### config.mk
export PLATFORM = sky130hd
export DESIGN_NAME = exp_add_sched
export DESIGN_NICKNAME = d
export VERILOG_FILES = /design/src/rtl/exp_add_sched.sv
export SDC_FILE = /design/constraint.sdc
export NUM_CORES = 1
export LEC_CHECK = 0
export ABC_AREA = 1
export ABC_CLOCK_PERIOD_IN_PS = 2500
export BUFFER_PORTS_ARGS = -buffer_cell sky130_fd_sc_hd__clkbuf_2
export CAP_MARGIN = 20
export CORE_UTILIZATION = 34
export CTS_BUF_LIST = sky130_fd_sc_hd__clkbuf_16
export CTS_CLUSTER_SIZE = 20
export DETAILED_ROUTE_END_ITERATION = 8
export GPL_TIMING_DRIVEN = 0
export SLEW_MARGIN = 25
export SYNTH_ARGS = -nofsm -noshare
export SYNTH_HDL_FRONTEND = slang
export SYNTH_SLANG_ARGS = --single-unit
### constraint.sdc
create_clock -name clk -period 2.5 [get_ports clk]
set_input_delay 0.375 -clock clk [delete_from_list [all_inputs] [get_ports clk]]
set_output_delay 0.375 -clock clk [all_outputs]
set_load 0.01 [all_outputs]
### src/rtl/exp_add_sched.sv
// Round-robin scheduler sharing one exponent adder among NREQ requesters.
// Operands are registered into the adder; one tagged result is buffered with backpressure.
//
//   state | meaning
//   IDLE  | no op in flight, result buffer empty
//   ISSUE | operands held on add_*, adder evaluating
//   HOLD  | result in buffer, resp_valid high until taken
module exp_add_sched #(
  parameter int NREQ = 3,
  parameter int W    = 13,
  parameter int IDW  = (NREQ > 1) ? $clog2(NREQ) : 1
) (
  input  logic              clk,
  input  logic              reset_n,
  input  logic [NREQ-1:0]   req_valid,
  output logic [NREQ-1:0]   req_ready,
  input  logic [NREQ*W-1:0] req_a,
  input  logic [NREQ*W-1:0] req_b,
  input  logic [NREQ-1:0]   req_sub,
  output logic [W-1:0]      add_a,
  output logic [W-1:0]      add_b,
  output logic              add_cin,
  input  logic [W-1:0]      add_sum,
  input  logic              add_cout,
  output logic              resp_valid,
  output logic [IDW-1:0]    resp_id,
  output logic [W-1:0]      resp_sum,
  output logic              resp_cout,
  input  logic              resp_ready,
  output logic              busy
);

  typedef enum logic [1:0] {
    IDLE  = 2'd0,
    ISSUE = 2'd1,
    HOLD  = 2'd2
  } state_t;

  state_t         state, state_next;
  logic [IDW-1:0] rr;
  logic [IDW-1:0] tag;
  logic           accept;
  logic           found;
  logic           grant;
  logic [IDW-1:0] grant_idx;
  logic [IDW:0]   sidx;
  logic [W-1:0]   sel_a;
  logic [W-1:0]   sel_b;
  logic           sel_sub;

  // A grant is never offered while reset is asserted, since it would not be taken.
  assign accept = reset_n & ((state == IDLE) | ((state == HOLD) & resp_ready));

  always_comb begin
    found     = 1'b0;
    grant_idx = '0;
    sidx      = '0;
    for (int k = 0; k < NREQ; k++) begin
      sidx = {1'b0, rr} + (IDW+1)'(k);
      if (sidx >= (IDW+1)'(NREQ)) sidx = sidx - (IDW+1)'(NREQ);
      if (!found && req_valid[sidx[IDW-1:0]]) begin
        found     = 1'b1;
        grant_idx = sidx[IDW-1:0];
      end
    end
  end

  assign grant     = accept & found;
  assign req_ready = grant ? (NREQ'(1) << grant_idx) : '0;

  assign sel_a   = req_a[grant_idx*W +: W];
  assign sel_b   = req_b[grant_idx*W +: W];
  assign sel_sub = req_sub[grant_idx];

  always_ff @(posedge clk) begin
    if (!reset_n) state <= IDLE;
    else          state <= state_next;
  end

  always_comb begin
    state_next = state;
    case (state)
      IDLE:    if (grant) state_next = ISSUE;
      ISSUE:   state_next = HOLD;
      HOLD:    if (resp_ready) state_next = grant ? ISSUE : IDLE;
      default: state_next = IDLE;
    endcase
  end

  always_ff @(posedge clk) begin
    if (!reset_n) begin
      rr        <= '0;
      tag       <= '0;
      add_a     <= '0;
      add_b     <= '0;
      add_cin   <= 1'b0;
      resp_id   <= '0;
      resp_sum  <= '0;
      resp_cout <= 1'b0;
    end else begin
      if (grant) begin
        // Subtract is A + ~B + 1 so the shared adder needs no mode input.
        add_a   <= sel_a;
        add_b   <= sel_sub ? ~sel_b : sel_b;
        add_cin <= sel_sub;
        tag     <= grant_idx;
        rr      <= (grant_idx == IDW'(NREQ-1)) ? '0 : grant_idx + IDW'(1);
      end
      if (state == ISSUE) begin
        resp_sum  <= add_sum;
        resp_cout <= add_cout;
        resp_id   <= tag;
      end
    end
  end

  assign resp_valid = (state == HOLD);
  assign busy       = (state != IDLE);

endmodule

After elaboration in Yosys (flattened, before gate mapping) --
Cells that the tools add are included.
Operators by class: bitwise logic cells 5, multipliers 1, reductions and logical operators 7, shift-type cells 3, add/sub/neg operators 6, equal/unequal tests 5, muxes and demuxes 24, $lt $le $gt $ge 7
Operators by type and width (number):
- 39-bit by 7-bit variable part select with 13-bit output | 2
- 2-bit 2-to-1 mux | 9
- 13-bit 2-to-1 mux | 1
- 13-bit NOT | 1
- 2-bit by 3-bit < comparator with 1-bit output, second input constant | 4
- 1-bit binary-select mux with 2-bit select | 4
- 1-bit 2-to-1 mux | 8
- 3-bit by 2-bit greater-or-equal comparator with 1-bit output, second input constant | 2
- 2-bit by 4-bit multiplier with 6-bit output, second input constant | 1
- 2-bit case mux with 3 select lines | 1
- 2-bit subtractor, second input constant | 3
- 2-bit equality test, second input constant | 2
- 2-bit by 1-bit adder with 3-bit output, second input constant | 1
- 2-bit by 2-bit adder with 3-bit output, second input constant | 1
- 1-bit AND | 3
- 3-bit 2-to-1 mux | 1
- 1-bit by 2-bit << shifter with 3-bit output, first input constant | 1
- 2-bit by 1-bit adder with 2-bit output, second input constant | 1
- 2-bit by 1-bit equality test with 1-bit output, second input constant | 1
- 2-bit greater-or-equal comparator, second input constant | 1
- 1-bit logical AND | 2
- 1-bit zero test | 2
- 2-bit zero test | 1
- 2-bit by 1-bit inequality test with 1-bit output, second input constant | 1
- 4 further kinds | 4
Word-level totals: word-level logic and storage cells 67, output and inout port bits 48, register bits after elaboration 49, bits of input ports 101

Depth between registers and ports, before layout --
depth after elaboration 15, mapped depth 19, gate-level depth less buffers 18

Worst setup path before layout --
OpenSTA, ideal clock, no wires.
path type register to output, from register rr[0], to output port req_ready[2], path slack 0.230 ns, cell stages (with the launch flop) 11, path buffers 1, data arrival time 1.895 ns, data required time 2.125 ns, path through dfxtp_1 inv_1 ha_1 inv_1 nand3_1 nand2_1 nand3_2 nand2_2 nand2_8 buf_4 nor3_1
On the way: cells in the longest elaborated chain, start to end 13
RTL lines:
- start: declaration | line 40 | logic [IDW-1:0] rr;
- start signal: assignment | line 107 | rr <= (grant_idx == IDW'(NREQ-1)) ? '0 : grant_idx + IDW'(1);
- branches (longest 12 deep; another with 2-bit by 1-bit adder with 3-bit output)
- 3-bit 2-to-1 mux (*) | line 69 | assign req_ready = grant ? (NREQ'(1) << grant_idx) : '0;
- end: declaration | line 16 | output logic [NREQ-1:0] req_ready,
Every way passes the cells marked *. The select of a mux whose other input is x is not followed.

Final worst setup path --
Ends and elaborated chain as after synthesis.

==> impl_metrics.json <==
{
  "status": "finished, final reports clean",
  "vdd_drop_max_mv": 0.531,
  "hpwl_mm": 7.38,
  "fmax_mhz": 414,
  "synthFlopType": "dfxtp_1",
  "avgSynthCellArea_um2": 6.35,
  "vias": 3544,
  "yosysSeqAreaShare": 0.331,
  "cp_slowest_cell": "dfxtp_4",
  "dieArea_mm2": 0.00910,
  "final_cell_mix": "clkbuf_2 (148), nand2_1 (118), nor2_1 (78), nand3_1 (62), dfxtp_1 (47)",
  "synth_fp_nets": 572,
  "diodes": 0,
  "routed_via_density": 4.75,
  "cts_inserted_buffers": 5,
  "worstPathRequired_ns": 2.12,
  "routed_wl_mm": 9.82,
  "relSlewSlack": 0.648,
  "setup_violations": 0,
  "worst_slack_ns": 0.0838,
  "utilization": 0.510,
  "track_usage": 0.216,
  "clockBufferDepth": 2,
  "synthArstFlopShare": 0,
  "placed_area_mm2": 0.00384,
  "power_mw": 7.06,
  "drtIter0Drc": 83,
  "grt_pass1_vias": 3305,
  "remaining_drc_errors": 0,
  "max_stage_delay_ns": 0.38,
  "hp-class": "in2reg",
  "synthMuxAreaShare": 0,
  "postLayoutCellArea_mm2": 0.00426,
  "wire_per_inst_um": 13.2,
  "routabilityCongestion": 0.796,
  "antenna_found_initial": 0,
  "cellLeakagePower_nw": 2.33,
  "netlist_instances": 467,
  "area_growth_pct": 43.5,
  "grt-ovfl-total": 0,
  "port_buffers": 148,
  "hold-path-cell-count": 3,
  "fp.dieW_um": 95.4,
  "power_density_mw_per_mm2": 1660,
  "path_cells": "inv_2 -> ha_4 -> inv_4 -> a21oi_4 -> nand3_4 -> nand2_4 -> nand2_8 -> buf_6 -> nor3_2 -> buf_2",
  "slew_violations": 0,
  "hold_violations": 0,
  "synth-xor-area-share": 0,
  "htree_levels": 2,
  "cts.sinks": 49,
  "worstMarginPinSlew_ns": 0.528,
  "cp.arrival_ns": 2.04,
  "finClkSkew_ns": 0.00613,
  "cts_root_buf": "clkbuf_16",
  "synth_fa_ha_area_frac": 0.0169,
  "synth_seq_cells": 49,
  "final.period_utilization": 0.966,
  "pin_count": 149,
  "synth.distinct_cells": 34,
  "core_mm2": 0.00834,
  "die_h_um": 95.4,
  "path_class": "reg2out",
  "drive_gt1_frac": 0.357,
  "fin_crit_ns": 2.42,
  "yosysWarnings": 0,
  "place_ws_ns": -0.237,
  "synth-compound-area-share": 0.116,
  "synth_top_family_by_area": "simple AND/OR/NAND/NOR gates",
  "synth-simple-area-share": 0.430,
  "firstDrtPassIters": 4,
  "final_common_cell": "clkbuf_2",
  "worstSkewPairLatency_ns": 0.29,
  "hold-worst-slack_ns": 0.300,
  "rows": 33,
  "grt_max_degree": 18,
  "grt_pass1_wl_mm": 15.4,
  "worstRegToRegCells": 12,
  "synth_edf_count": 0,
  "cap_viol_max_count": 0,
  "cts.clk_slew.worst_paths_ns": 0.07,
  "tritoncts": "yes",
  "critPathCaptureType": "output port",
  "worstSetupStartpointType": "flip-flop",
  "path_max_fanout": 9,
  "start_util": 0.356,
  "final_nets": 745,
  "syn-cell-area_mm2": 0.00297,
  "ant_nets": 0
}
power by group:
| part | switching, mW | internal (mW) |
|---|---|---|
| Clock | 0.332 | 0.379 |
| Combinational | 3.04 | 1.96 |
| Sequential | 0.204 | 1.15 |
per-stage QoR:
step / TNS, ns / std cells
detailed placement: -0.484 / 720
global route: -0.0177 / 746
floorplan: 0 / 467
global placement: -0.466 / 720
CTS: 0 / 733
finish: 0 / 746
layer usage:
metal,track usage,share of wire
met1,0.265,0.45
met2,0.395,0.48
met3,0.0407,0.071
met4,0.0336,0.0038
met5,0,0
cell type report:
class                      count  area [um^2]
timing repair buffer         167          883
multi-input combinational    346         1770
clock inverter                 3         26.3
clock buffer                   5          125
buffer                        22          145
inverter                      49          189
fill                         904         4080
sequential                    49          988
tap                          105          131
cell families after synthesis:
| logic type | after synthesis |
|---|---|
| AND/OR/NAND/NOR | 286 |
| buffers and inverters | 72 |
| AO/OA/AOI/OAI | 56 |
| flip-flops | 49 |
| adder cells (fa/ha/maj) | 4 |
cells in the mapped netlist, types with 4 or more instances:
| cell type | n | area [um^2] |
|---|---|---|
| nand2_1 | 120 | 450 |
| nor2_1 | 80 | 300 |
| nand3_1 | 63 | 315 |
| dfxtp_1 | 49 | 981 |
| inv_1 | 42 | 158 |
| o21ai_0 | 25 | 125 |
| a21oi_1 | 13 | 65.1 |
| clkbuf_1 | 9 | 33.8 |
| a31oi_1 | 7 | 43.8 |
| nand2_2 | 7 | 43.8 |
| buf_2 | 6 | 30.0 |
| buf_4 | 6 | 45.0 |
| ha_1 | 4 | 50.1 |
| inv_2 | 4 | 15.0 |
| nand3b_1 | 4 | 30.0 |
critical path, delay by kind of cell, from the launching register on:
| kind | cells | cell delay, ns |
|---|---|---|
| and+or+nand+nor | 4 | 0.44 |
| DFF | 1 | 0.38 |
| buffers and inverters | 4 | 0.37 |
| adders and majority gates | 1 | 0.30 |
| AOI/OAI and AO/OA | 1 | 0.26 |
what timing repair did:
item,4_1_cts,5_1_grt
setup buffers,6,13
cloned,0,0
hold buffers,0,0
pin swaps,8,10
gates resized for setup,21,16
endpoints found under the setup margin,21,24
sequential cells by signal, summed over array words and instances, names as in the netlist:
signal,flops
add_cin,1
resp_sum,13
resp_id,2
add_a,13
tag,2
add_b,13
rr,2
resp_cout,1
state,2
path summary, 6_finish.rpt:
path | start | endpoint | slack (ns)
setup / recovery | rr[0]$_SDFFE_PN0P_ | req_ready[2] | 0.08
hold reg to reg | tag[1]$_SDFFE_PN0P_ | resp_id[1]$_SDFFE_PN0N_ | 0.48
setup reg to reg | rr[0]$_SDFFE_PN0P_ | tag[0]$_SDFFE_PN0P_ | 0.14
hold / removal | add_sum[4] | resp_sum[4]$_SDFFE_PN0N_ | 0.30
No activity file was read; power rests on OpenSTA's default activity.
